`src/rtl/trisc_ctrl_seq.sv`:
```
// TRISC microsequencer: one-hot opcode and zero flag in, 16-bit Moore control word out.
// Memory state groups last MEM_WAIT cycles; illegal opcodes trap to HALT.
module trisc_ctrl_seq #(
    parameter int unsigned OP_W     = 11,
    parameter int unsigned MEM_WAIT = 2
) (
    input  logic            CLK,
    input  logic            CLR,
    input  logic [OP_W-1:0] op,
    input  logic            zero,
    input  logic            run,
    output logic [15:0]     control,
    output logic            halted,
    output logic            illegal
);

    localparam int unsigned CTL_W = 16;
    localparam int unsigned WC_W  = 3;

    localparam logic [WC_W-1:0] WC_LAST = WC_W'(MEM_WAIT - 1);

    localparam logic [OP_W-1:0] OP_LDA = OP_W'(11'h400);
    localparam logic [OP_W-1:0] OP_STA = OP_W'(11'h200);
    localparam logic [OP_W-1:0] OP_ADD = OP_W'(11'h100);
    localparam logic [OP_W-1:0] OP_INC = OP_W'(11'h020);
    localparam logic [OP_W-1:0] OP_CLR = OP_W'(11'h010);
    localparam logic [OP_W-1:0] OP_JMP = OP_W'(11'h008);
    localparam logic [OP_W-1:0] OP_JZ  = OP_W'(11'h004);
    localparam logic [OP_W-1:0] OP_HLT = OP_W'(11'h002);

    typedef enum logic [4:0] {
        S_RST, S_F1, S_FW, S_DEC, S_INC, S_CLRA, S_LDW, S_LDX,
        S_STW, S_JMP, S_ADW, S_AD1, S_AD2, S_JZN, S_HALT, S_TRAP
    } state_t;

    state_t            r_state, w_state_nxt;
    logic [WC_W-1:0]   r_wc, w_wc_nxt;
    logic              w_wait_done;
    logic [CTL_W-1:0]  r_control, w_ctl_nxt;
    logic              r_halted, r_illegal;

    function automatic logic [CTL_W-1:0] ctl_of(input state_t s);
        case (s)
            S_RST:   ctl_of = 16'h0001;
            S_F1:    ctl_of = 16'h0008;
            S_FW:    ctl_of = 16'h0018;
            S_DEC:   ctl_of = 16'h0084;
            S_INC:   ctl_of = 16'h0200;
            S_CLRA:  ctl_of = 16'h0100;
            S_LDW:   ctl_of = 16'h0010;
            S_LDX:   ctl_of = 16'h0800;
            S_STW:   ctl_of = 16'h0030;
            S_JMP:   ctl_of = 16'h000A;
            S_ADW:   ctl_of = 16'h0010;
            S_AD1:   ctl_of = 16'h4000;
            S_AD2:   ctl_of = 16'h0C00;
            S_JZN:   ctl_of = 16'h1000;
            default: ctl_of = 16'h0000;
        endcase
    endfunction

    // Next state, wait count and the control word of the next state
    always_comb begin
        w_state_nxt = S_RST;
        w_wc_nxt    = '0;
        w_wait_done = (r_wc == WC_LAST);
        case (r_state)
            S_RST:  w_state_nxt = S_F1;
            S_F1:   w_state_nxt = S_FW;
            S_FW, S_LDW, S_STW, S_ADW: begin
                if (!w_wait_done) begin
                    w_state_nxt = r_state;
                    w_wc_nxt    = r_wc + 3'd1;
                end else begin
                    case (r_state)
                        S_FW:    w_state_nxt = S_DEC;
                        S_LDW:   w_state_nxt = S_LDX;
                        S_ADW:   w_state_nxt = S_AD1;
                        default: w_state_nxt = S_F1;
                    endcase
                end
            end
            S_DEC: begin
                if      (op == OP_LDA) w_state_nxt = S_LDW;
                else if (op == OP_STA) w_state_nxt = S_STW;
                else if (op == OP_ADD) w_state_nxt = S_ADW;
                else if (op == OP_INC) w_state_nxt = S_INC;
                else if (op == OP_CLR) w_state_nxt = S_CLRA;
                else if (op == OP_JMP) w_state_nxt = S_JMP;
                else if (op == OP_JZ)  w_state_nxt = zero ? S_JMP : S_JZN;
                else if (op == OP_HLT) w_state_nxt = S_HALT;
                else                   w_state_nxt = S_TRAP;
            end
            S_INC, S_CLRA, S_LDX, S_AD2, S_JZN: w_state_nxt = S_F1;
            S_JMP:  w_state_nxt = S_FW;
            S_AD1:  w_state_nxt = S_AD2;
            S_HALT: w_state_nxt = run ? S_F1 : S_HALT;
            S_TRAP: w_state_nxt = S_HALT;
            default: w_state_nxt = S_RST;
        endcase
        w_ctl_nxt = ctl_of(w_state_nxt);
    end

    // Outputs are registered alongside the state so they never glitch on op/zero/run
    always_ff @(negedge CLK or posedge CLR) begin
        if (CLR) begin
            r_state   <= S_RST;
            r_wc      <= '0;
            r_control <= 16'h0001;
            r_halted  <= 1'b0;
            r_illegal <= 1'b0;
        end else begin
            r_state   <= w_state_nxt;
            r_wc      <= w_wc_nxt;
            r_control <= w_ctl_nxt;
            r_halted  <= (w_state_nxt == S_HALT);
            r_illegal <= (w_state_nxt == S_TRAP);
        end
    end

    assign control = r_control;
    assign halted  = r_halted;
    assign illegal = r_illegal;

endmodule

```
`config.mk`:
```
export PLATFORM = sky130hd
export DESIGN_NAME = trisc_ctrl_seq
export DESIGN_NICKNAME = d
export VERILOG_FILES = /design/src/rtl/trisc_ctrl_seq.sv
export SDC_FILE = /design/constraint.sdc
export NUM_CORES = 1
export LEC_CHECK = 0
export ABC_AREA = 1
export BUFFER_PORTS_ARGS = -buffer_cell sky130_fd_sc_hd__clkbuf_2
export CAP_MARGIN = 25
export CORE_MARGIN = 2
export CORE_UTILIZATION = 50
export CTS_CLUSTER_DIAMETER = 40
export DETAILED_ROUTE_END_ITERATION = 10
export PLACE_DENSITY_LB_ADDON = 0.25
export SLEW_MARGIN = 20
export SYNTH_ARGS = -nofsm -noshare
export SYNTH_HDL_FRONTEND = slang
export SYNTH_SLANG_ARGS = --single-unit
```
`constraint.sdc`:
```
create_clock -name CLK -period 5.16 [get_ports CLK]
set_input_delay 0.258 -clock CLK [delete_from_list [all_inputs] [get_ports CLK]]
set_output_delay 0.258 -clock CLK [all_outputs]
set_load 0.02 [all_outputs]
```
==> reports/qor.csv <==
stage;metric;value;unit
timing;Worst Skew;0.05276;ns
global_route;Overall Global Routing Usage;18.25;%
synthesis;number of synthesized flops with an enable pin;0;
synthesis;most common cell in the netlist;nand2_1;
floorplan;top-level port count;33;
floorplan;core box area;0.002432;mm^2
pwr;clock power share;16.3;%
synthesis;Cell Area, Synth;0.001250;mm^2
min_path;HP Class;reg -> reg;
floorplan;chip height;54;um
clock_tree;# resized after CTS;0;
setup_path;Crit path largest cell delay;0.29;ns
finish;filler instances;237;
pwr;Power Density;343.6;mW/mm^2
setup_path;critical-path cell list;clkbuf_2 -> nor2_1 -> nand2_1 -> nor2_1 -> nand2_1 -> nand2_1 -> a21oi_1 -> nand4_1 -> nand2_1 -> inv_1 -> ha_1 -> inv_1 -> nand2_1 -> a21oi_2;
setup_path;slowest CP cell;ha_1;
route;Initial DRC Count;11;
route;DRC;0;
finish;Layout Cells excl Fill;223;
setup_path;Setup crit end kind;flip-flop;
timing;Final setup viols;0;
synthesis;Unique masters post-synth;26;
pwr;Net Sw Frac;39.49;%
synthesis;fraction of registers with async set/reset;100.0;%
clock_tree;CTS tree;yes;
timing;Slew Limit Fails;0;
placed_design;# placed instances;219;
global_route;initial antenna violation count;0;
pwr;Leak;0.0007750;uW
finish;P&R area growth vs syn;15.22;%
placed_design;Detailed Place HPWL;1932;um
finish;FF/Latch Area;551.8;um^2
route;Routed WL per cell;10.50;um
clock_tree;root buf cell;clkbuf_4;
route;Routed Antenna Nets;0;
global_route;first-pass GRT wire length;3953;um
setup_path;WP data arrival;1.61;ns
setup_path;most used cell along the critical path;nand2_1;
floorplan;Horiz. Die Dim;54;um
clock_tree;Post-CTS Setup Bufs;0;
synthesis;top cell type by total area after synthesis;dfrtn_1;
setup_path;CP Class;in -> reg;
finish;Multi-input gate area;581.8;um^2
pwr;P_int;299.5;uW
floorplan;DIE AREA;0.002916;mm^2
synthesis;Top FF cell, synth;dfrtn_1;
synthesis;post-synth top area share;42.04;%
finish;Finished Core Util;59.21;%
outcome;status;finished, final reports clean;
route;WL final;2341;um
timing;Sum Neg Setup Slack;0;ns
floorplan;Starting Density;51.39;%
timing;hold_ws;0.3924;ns
timing;Worst-Margin Slew;0.7844;ns
clock_tree;total CTS buffers;3;
timing;RSZ-0062 raised after global routing;no;
pwr;Peak VDD IR;0.0001895;V
finish;Final #Nets;213;
setup_path;worst path bufs/invs;3;
synthesis;Syn Inst Count;161;
pwr;Seq pwr share;45.6;%
clock_tree;H-tree Lvls;1;
placed_design;Final Wtd Congestion;0.8312;
setup_path;crit path max fanout;4;
clock_tree;Clock Latency Late Sink;0.35;ns
run;Max Cap Viol;0;
timing;number of hold violations in the final report;0;
route;router iterations before antenna repair;4;
clock_tree;Worst-path clk slew;0.08;ns
clock_tree;Max clock buf depth;2;
route;vias;1097;
synthesis;Area contributors post-synth;dfrtn_1, nand2_1, nor2_1, inv_1, ha_1;
synthesis;syn_area_per_cell;7.764;um^2
global_route;number of global-route vias before repair;993;
finish;share of layout cells above drive strength 1;26.94;%
synthesis;sequential-to-total area share from yosys stat;44.14;%
finish;antenna cell count;0;
setup_path;Top delay family on crit path;simple AND/OR/NAND/NOR gates;
clock_tree;clock tree sinks;22;
pwr;combinational share of power;38.1;%
clock_tree;Hold Buf Count CTS;0;
floorplan;Rows;18;
setup_path;startpoint types;input pin;
synthesis;Seq cells post-synth;22;
placed_design;IO buf count;29;
synthesis;YS warnings;0;
synthesis;most frequent cells after synthesis;nand2_1, nor2_1, dfrtn_1, inv_1;
timing;worst rel slew slack;47.65;%
pwr;total power;494.9;uW
global_route;GRT overflow;0;
setup_path;CP Data Required Time;2.73;ns
global_route;largest net degree at the start of global routing;23;
pwr;P_sw;195.4;uW
route;Via density;4.919;
## metrics by stage
stage	setup slack, ns	area (um^2)
finish	1.118	1440
global route	0.9038	1440
CTS	1.100	1440
detailed placement	0.7969	1414
global placement	0.8239	1414
floorplan	1.096	1261
## worst paths after layout
kind	cells past startpoint	to	startpoint	slack, ns
setup reg to reg	11	control[3]	r_state[3]	3.25
min in group asynchronous	2	r_wc[2]	CLR	2.55
hold reg to reg	1	r_wc[0]	r_wc[0]	0.39
max in group asynchronous	2	control[12]	CLR	2.09
hold / removal	1	r_wc[0]	r_wc[0]	0.39
setup / recovery	14	control[3]	op[9]	1.12
## routing by layer
metal	wire (um)	share of wire [%]	GRT usage (%)	up-vias
met1	977	42	22.09	504
met4	19	0.81	5.417	0
met3	82	3.5	1.667	2
li1	-	-	-	560
met2	1262	54	33.94	31
met5	0	0	0	-
## registers in the layout (all words and copies together) (netlist names)
signal,flops
control,12
halted,1
illegal,1
r_state,5
r_wc,3
## cell families after synthesis
logic type | Yosys count | share of synthesized area, %
adders and majority gates | 4 | 4.004
DFF | 22 | 44.14
xor gates and xnor gates | 1 | 0.7008
other | 1 | 0.3000
and+or+nand+nor | 91 | 35.04
buffers and inverters | 30 | 10.21
AOI/OAI and AO/OA | 12 | 5.606
## cell type report
class	instances	area share (%)
clock buffers	4	1.825
clock inverters	1	0.2606
inverters	25	6.516
multi-input cells	112	40.40
flip-flops and latches	22	38.31
well taps	30	2.606
repair buffers	29	10.08
## power groups by stage
stage / logic [uW] / clock network, uW / registers [uW]
global placement: 183 / 2.42 / 228
floorplan: 125 / 2.42 / 245
global route: 216 / 89.7 / 230
detailed placement: 190 / 2.42 / 229
finish: 189 / 80.5 / 226
CTS: 191 / 82.5 / 225
## cells in the final DEF (no fill, tap or decap), types with 5 or more instances in the layout
master and instances:
nand2_1 30, nand4_1 6, nor3_1 6, dfrtn_1 21, inv_1 21, clkbuf_2 29
nand2_2 5, nor2_1 27, nand3_1 6
(Power assumes the default switching activity.)
